<file path="src/rtl/lc3_pkg.sv">
// Shared types and encodings for the LC-3 control unit: FSM state enum,
// opcode values and datapath mux-select encodings.
package lc3_pkg;

  typedef enum logic [4:0] {
    S_HALTED   = 5'd0,
    S_FETCH1   = 5'd1,
    S_FETCH2   = 5'd2,
    S_FETCH3   = 5'd3,
    S_DECODE   = 5'd4,
    S_ADD      = 5'd5,
    S_AND      = 5'd6,
    S_NOT      = 5'd7,
    S_BR       = 5'd8,
    S_BR_TAKEN = 5'd9,
    S_JMP      = 5'd10,
    S_JSR1     = 5'd11,
    S_JSR2     = 5'd12,
    S_LDR1     = 5'd13,
    S_LDR2     = 5'd14,
    S_LDR3     = 5'd15,
    S_STR1     = 5'd16,
    S_STR2     = 5'd17,
    S_STR3     = 5'd18,
    S_PAUSE1   = 5'd19,
    S_PAUSE2   = 5'd20
  } ctrl_state_t;

  localparam logic [3:0] OP_BR    = 4'b0000;
  localparam logic [3:0] OP_ADD   = 4'b0001;
  localparam logic [3:0] OP_JSR   = 4'b0100;
  localparam logic [3:0] OP_AND   = 4'b0101;
  localparam logic [3:0] OP_LDR   = 4'b0110;
  localparam logic [3:0] OP_STR   = 4'b0111;
  localparam logic [3:0] OP_NOT   = 4'b1001;
  localparam logic [3:0] OP_JMP   = 4'b1100;
  localparam logic [3:0] OP_PAUSE = 4'b1101;

  localparam logic [1:0] PCMUX_BUS   = 2'b00;
  localparam logic [1:0] PCMUX_ADDER = 2'b01;
  localparam logic [1:0] PCMUX_INC   = 2'b10;

  localparam logic [1:0] ADDR2_SEXT11 = 2'b00;
  localparam logic [1:0] ADDR2_SEXT9  = 2'b01;
  localparam logic [1:0] ADDR2_SEXT6  = 2'b10;
  localparam logic [1:0] ADDR2_ZERO   = 2'b11;

  localparam logic [1:0] ALUK_ADD  = 2'b00;
  localparam logic [1:0] ALUK_AND  = 2'b01;
  localparam logic [1:0] ALUK_NOT  = 2'b10;
  localparam logic [1:0] ALUK_PASS = 2'b11;

  // States that hold an SRAM access open for MEM_WAIT cycles
  function automatic logic is_mem_state(input ctrl_state_t s);
    return (s == S_FETCH2) || (s == S_LDR2) || (s == S_STR3);
  endfunction

endpackage

</file>
<file path="src/rtl/mem_wait_ctr.sv">
// 3-bit SRAM wait counter: clears while idle, counts up to MEM_WAIT-1 and
// flags done on the last cycle of the access.
module mem_wait_ctr #(
  parameter int MEM_WAIT = 2
) (
  input  logic clk,
  input  logic rst_n,
  input  logic clr,
  input  logic en,
  output logic done
);

  localparam logic [2:0] LAST = 3'(MEM_WAIT - 1);

  logic [2:0] count;

  always_ff @(posedge clk or negedge rst_n) begin
    if (!rst_n) begin
      count <= '0;
    end else if (clr) begin
      count <= '0;
    end else if (en && !done) begin
      count <= count + 3'd1;
    end
  end

  assign done = (count == LAST);

endmodule

</file>
<file path="src/rtl/lc3_control.sv">
// LC-3 instruction sequencing FSM (Moore outputs). Define LC3_JSR_EN to
// build the JSR states; otherwise opcode 0100 decodes as a NOP.
module lc3_control
  import lc3_pkg::*;
#(
  parameter int MEM_WAIT = 2
) (
  input  logic        Clk,
  input  logic        Reset_al,
  input  logic        Run,
  input  logic        Continue,
  input  logic [15:0] IR,
  input  logic        BEN,
  output logic        LD_PC,
  output logic        LD_IR,
  output logic        LD_MAR,
  output logic        LD_MDR,
  output logic        LD_BEN,
  output logic        LD_CC,
  output logic        LD_REG,
  output logic        GatePC,
  output logic        GateMDR,
  output logic        GateALU,
  output logic        GateMARMUX,
  output logic [1:0]  PCMUX,
  output logic [1:0]  ADDR2MUX,
  output logic        ADDR1MUX,
  output logic [1:0]  ALUK,
  output logic        DRMUX,
  output logic        SR1MUX,
  output logic        MIO_EN,
  output logic        Mem_CE,
  output logic        Mem_OE,
  output logic        Mem_WE,
  output logic        Mem_UB,
  output logic        Mem_LB
);

  ctrl_state_t state, next_state;
  logic        in_mem;
  logic        wait_done;
  logic        unused_ir;

  assign unused_ir = ^IR[11:0];
  assign in_mem    = is_mem_state(state);

  // Memory states never follow one another, so clearing whenever we are
  // outside one guarantees the counter starts at zero on every entry.
  mem_wait_ctr #(.MEM_WAIT(MEM_WAIT)) u_wait (
    .clk   (Clk),
    .rst_n (Reset_al),
    .clr   (!in_mem),
    .en    (in_mem),
    .done  (wait_done)
  );

  always_ff @(posedge Clk or negedge Reset_al) begin
    if (!Reset_al) state <= S_HALTED;
    else           state <= next_state;
  end

  always_comb begin
    next_state = state;
    case (state)
      S_HALTED:   if (Run) next_state = S_FETCH1;
      S_FETCH1:   next_state = S_FETCH2;
      S_FETCH2:   if (wait_done) next_state = S_FETCH3;
      S_FETCH3:   next_state = S_DECODE;
      S_DECODE: begin
        case (IR[15:12])
          OP_ADD:   next_state = S_ADD;
          OP_AND:   next_state = S_AND;
          OP_NOT:   next_state = S_NOT;
          OP_BR:    next_state = S_BR;
          OP_JMP:   next_state = S_JMP;
`ifdef LC3_JSR_EN
          OP_JSR:   next_state = S_JSR1;
`endif
          OP_LDR:   next_state = S_LDR1;
          OP_STR:   next_state = S_STR1;
          OP_PAUSE: next_state = S_PAUSE1;
          default:  next_state = S_FETCH1;
        endcase
      end
      S_ADD, S_AND, S_NOT, S_JMP, S_BR_TAKEN, S_LDR3:
                  next_state = S_FETCH1;
      S_BR:       next_state = BEN ? S_BR_TAKEN : S_FETCH1;
`ifdef LC3_JSR_EN
      S_JSR1:     next_state = S_JSR2;
      S_JSR2:     next_state = S_FETCH1;
`endif
      S_LDR1:     next_state = S_LDR2;
      S_LDR2:     if (wait_done) next_state = S_LDR3;
      S_STR1:     next_state = S_STR2;
      S_STR2:     next_state = S_STR3;
      S_STR3:     if (wait_done) next_state = S_FETCH1;
      S_PAUSE1:   if (Continue) next_state = S_PAUSE2;
      S_PAUSE2:   if (!Continue) next_state = S_FETCH1;
      default:    next_state = S_HALTED;
    endcase
  end

  always_comb begin
    LD_PC      = 1'b0;
    LD_IR      = 1'b0;
    LD_MAR     = 1'b0;
    LD_MDR     = 1'b0;
    LD_BEN     = 1'b0;
    LD_CC      = 1'b0;
    LD_REG     = 1'b0;
    GatePC     = 1'b0;
    GateMDR    = 1'b0;
    GateALU    = 1'b0;
    GateMARMUX = 1'b0;
    PCMUX      = PCMUX_BUS;
    ADDR2MUX   = ADDR2_SEXT11;
    ADDR1MUX   = 1'b0;
    ALUK       = ALUK_ADD;
    DRMUX      = 1'b0;
    SR1MUX     = 1'b0;
    MIO_EN     = 1'b0;
    Mem_CE     = 1'b1;
    Mem_OE     = 1'b1;
    Mem_WE     = 1'b1;
    case (state)
      S_FETCH1: begin
        GatePC = 1'b1;
        LD_MAR = 1'b1;
        PCMUX  = PCMUX_INC;
        LD_PC  = 1'b1;
      end
      S_FETCH2, S_LDR2: begin
        Mem_CE = 1'b0;
        Mem_OE = 1'b0;
        MIO_EN = 1'b1;
        LD_MDR = wait_done;
      end
      S_FETCH3: begin
        GateMDR = 1'b1;
        LD_IR   = 1'b1;
      end
      S_DECODE: LD_BEN = 1'b1;
      S_ADD, S_AND, S_NOT: begin
        SR1MUX  = 1'b1;
        GateALU = 1'b1;
        LD_REG  = 1'b1;
        LD_CC   = 1'b1;
        ALUK    = (state == S_AND) ? ALUK_AND :
                  (state == S_NOT) ? ALUK_NOT : ALUK_ADD;
      end
      S_BR_TAKEN: begin
        ADDR1MUX = 1'b1;
        ADDR2MUX = ADDR2_SEXT9;
        PCMUX    = PCMUX_ADDER;
        LD_PC    = 1'b1;
      end
      S_JMP: begin
        SR1MUX   = 1'b1;
        ADDR2MUX = ADDR2_ZERO;
        PCMUX    = PCMUX_ADDER;
        LD_PC    = 1'b1;
      end
`ifdef LC3_JSR_EN
      S_JSR1: begin
        GatePC = 1'b1;
        DRMUX  = 1'b1;
        LD_REG = 1'b1;
      end
      S_JSR2: begin
        ADDR1MUX = 1'b1;
        ADDR2MUX = ADDR2_SEXT11;
        PCMUX    = PCMUX_ADDER;
        LD_PC    = 1'b1;
      end
`endif
      S_LDR1, S_STR1: begin
        SR1MUX     = 1'b1;
        ADDR2MUX   = ADDR2_SEXT6;
        GateMARMUX = 1'b1;
        LD_MAR     = 1'b1;
      end
      S_LDR3: begin
        GateMDR = 1'b1;
        LD_REG  = 1'b1;
        LD_CC   = 1'b1;
      end
      // SR1MUX=0 routes IR[11:9] (the store source) through the ALU
      S_STR2: begin
        ALUK    = ALUK_PASS;
        GateALU = 1'b1;
        LD_MDR  = 1'b1;
      end
      S_STR3: begin
        Mem_CE = 1'b0;
        Mem_WE = 1'b0;
      end
      default: ;
    endcase
    Mem_UB = Mem_CE;
    Mem_LB = Mem_CE;
  end

endmodule

</file>
<file path="config.mk">
export PLATFORM = sky130hd
export DESIGN_NAME = lc3_control
export DESIGN_NICKNAME = d
export VERILOG_FILES = /design/src/rtl/lc3_pkg.sv /design/src/rtl/mem_wait_ctr.sv /design/src/rtl/lc3_control.sv
export SDC_FILE = /design/constraint.sdc
export NUM_CORES = 1
export LEC_CHECK = 0
export CAP_MARGIN = 20
export CORE_MARGIN = 4
export CORE_UTILIZATION = 30
export CTS_BUF_LIST = sky130_fd_sc_hd__clkbuf_8
export DETAILED_ROUTE_END_ITERATION = 6
export MAX_ROUTING_LAYER = met4
export PLACE_DENSITY_LB_ADDON = 0.08
export SLEW_MARGIN = 40
export SYNTH_ARGS = -nofsm -noshare
export SYNTH_HDL_FRONTEND = slang
export SYNTH_SLANG_ARGS = --single-unit
</file>
<file path="constraint.sdc">
create_clock -name Clk -period 2.4 [get_ports Clk]
set_input_delay 0.36 -clock Clk [delete_from_list [all_inputs] [get_ports Clk]]
set_output_delay 0.36 -clock Clk [all_outputs]
set_load 0.005 [all_outputs]
</file>
==> results.cfg <==
[synth]
syn_inst = 159
yosys.area.top_type = dfrtp_1
synth.area.top_cells = dfrtp_1 (18%), ha_1 (6.9%), nand2_1 (6.9%), nor2_1 (6.9%), a21oi_1 (5.5%)
yosysWarnings = 0
yosysSeqAreaShare_pct = 18.37
synth_ff_type = dfrtp_1
synth_edf_count = 0
ys_ff_latch = 8
synth_top_cell_area_share_pct = 18.37
synth.distinct_cells = 45
async_flop_share_pct = 100.0
syn_avg_cell_area_um2 = 6.854
synth_area_um2 = 1090
syn_nets = 186

[critical_path]
timing.rr.start = state[2]
ff2ff_setup_slack_ns = 0.50
path_max_fanout = 16
cp_cell_sequence = buf_4 -> or3_4 -> nor2_2 -> or2_2 -> clkdlybuf4s50_1
critPathTopFamily = buffers and inverters
r2r_end = state[0]
required_ns = 2.04
end_kind = output pin
worstSetupPathType = reg2out
cpMaxStageDelayCell = clkdlybuf4s50_1
worstRegToRegCells = 6
arrival_ns = 1.93
max_stage_delay_ns = 0.49
worst-path-buf-inv = 2
start_kind = flop

[route]
drtPass1Iterations = 4
vias = 1158
wl_per_cell_um = 12.86
drc = 0
wl_mm = 2.984
ant_nets = 0
viasPerCell = 4.991
drt_iter0_drc = 50

[grt]
track_usage_pct = 14.67
grt_overflow = 0
antenna_found_initial = 0
grt_pass1_vias = 1117
grt_pass1_wl_mm = 5.175
grt_max_degree = 21

[place]
gp_congestion = 0.8629
dp_slack_ns = 0.1972
io_buffers = 33
hpwlAfterDp_mm = 2.382
dp.cells = 229

[floorplanning]
rows = 21
num_io_pins = 47
start_util_pct = 31.90
die_y_um = 68.27
fp.dieArea_um2 = 4661
die_w_um = 68.27
core_area_um2 = 3416

[clocking]
cts_buffers = 3
h-tree-depth = 1
clkTransAtPathRegs_ns = 0.04
post_cts_buffers = 0
clock_latency_ns = 0.23
clockRootBuffer = clkbuf_8
clock_path_buffers = 2
cts_sinks = 8
cts_tree = built

[sta]
worst_slack_ns = 0.1107
clock_skew_ns = 0.0007208
maxSlewViolCount = 0
setup_tns_ns = 0
hold_viol = 0
fmax_mhz = 436.8
min_period_ns = 2.289
fin_crit_sh_pct = 95.39
setup_viol = 0
rsz0062_at_grt = no

[outcome]
status = finished clean

[cells_and_area]
final_common_cell = clkdlybuf4s50_1
finalNetCount = 215
layout_common_cells = clkdlybuf4s50_1 (32), nand2_1 (20), nor2_1 (17)
drive_gt1_share_pct = 15.05
antennaDiodeCount = 0
syn2layout_area_growth_pct = 38.69
fin_cells = 232

[power_and_ir_drop]
powerDensity_nw_per_um2 = 883.5
irDropWorstVdd_v = 0.0003084
p_leak_uw = 0.0006595

[flow_run]
drv_cap = 0

[worst_hold_path]
hold_path.class = in2async
[where the power goes]
| part | switching [uW] | internal (uW) |
|---|---|---|
| registers | 51.7 | 172 |
| logic | 474 | 479 |
| clock network | 50.2 | 108 |
| total | 576 | 760 |
[metal layers]
layer | wire [um] | global-route usage (%) | up-vias
li1 | - | - | 595
met1 | 1488 | 20.61 | 541
met2 | 1383 | 22.62 | 20
met3 | 93 | 2.135 | 2
met4 | 19 | 2.233 | 0
met5 | 0 | - | -
[cell families after synthesis]
kind of cell | share of synthesized area, %
and+or+nand+nor | 31.92
AOI/OAI and AO/OA | 24.80
muxes | 1.952
adders and majority gates | 6.888
DFF | 18.37
other | 0.3441
buffers and inverters | 13.32
xor gates and xnor gates | 2.411
[what timing repair did]
action                     in CTS  in global routing
resized for setup               2                  8
pin swaps                       1                  1
setup endpoints to repair       1                  8
hold buffers                    0                  0
[worst max-delay path by stage]
| stage | startpoint | end | slack [ns] | cells after the start |
|---|---|---|---|---|
| 3_5_place_dp | state[2] | ADDR2MUX[1] | 0.20 | 6 |
| 2_1_floorplan | state[1] | LD_REG | 0.55 | 6 |
| 6_report | state[2] | LD_PC | 0.11 | 5 |
| 3_3_place_gp | state[3] | LD_MDR | 0.23 | 7 |
| 4_1_cts | state[3] | LD_MDR | 0.008 | 7 |
| 5_1_grt | state[2] | ADDR2MUX[1] | 0.007 | 6 |
[metrics by stage]
step | hold WS (ns) | util [%] | area [um^2] | total power (uW)
3_5_place_dp | 0.5517 | 42.31 | 1445 | 1158
2_1_floorplan | 0.06441 | - | 1090 | 785.1
4_1_cts | 0.4120 | 43.66 | 1491 | 1330
5_1_grt | 0.4385 | 44.25 | 1511 | 1474
6_report | 0.4058 | 44.25 | 1511 | 1335
3_3_place_gp | 0.5413 | 42.31 | 1445 | 1156
[Yosys cell counts, types with 2 or more instances]
| cell | number |
|---|---|
| buf_4 | 6 |
| nor2b_1 | 2 |
| buf_2 | 5 |
| nor3_1 | 4 |
| o21ai_0 | 10 |
| a21o_1 | 2 |
| nand3_1 | 3 |
| a21oi_1 | 12 |
| nor2_1 | 20 |
| nand2_1 | 20 |
| inv_1 | 10 |
| ha_1 | 6 |
| dfrtp_1 | 8 |
| a22oi_1 | 2 |
| xnor2_1 | 2 |
| o32ai_1 | 2 |
| o22ai_1 | 2 |
| nor4b_1 | 2 |
| a211oi_1 | 2 |
| clkbuf_1 | 6 |
| nor4bb_1 | 2 |
| o211ai_1 | 2 |
| nand2b_1 | 7 |
[sequential cells by signal, indices dropped and copies added (netlist names)]
register and flops:
state 5, u_wait.count 3
[cell type report]
class / instances / area (um^2)
Timing Repair Buffer: 43 / 407.9
Clock buffer: 3 / 41.29
Tap cell: 46 / 57.56
Sequential cell: 8 / 201.4
Multi-Input combinational cell: 122 / 765.7
Inverter: 10 / 37.54
Fill cell: 365 / 1904
Note: power is estimated with default switching activity, not from simulation.
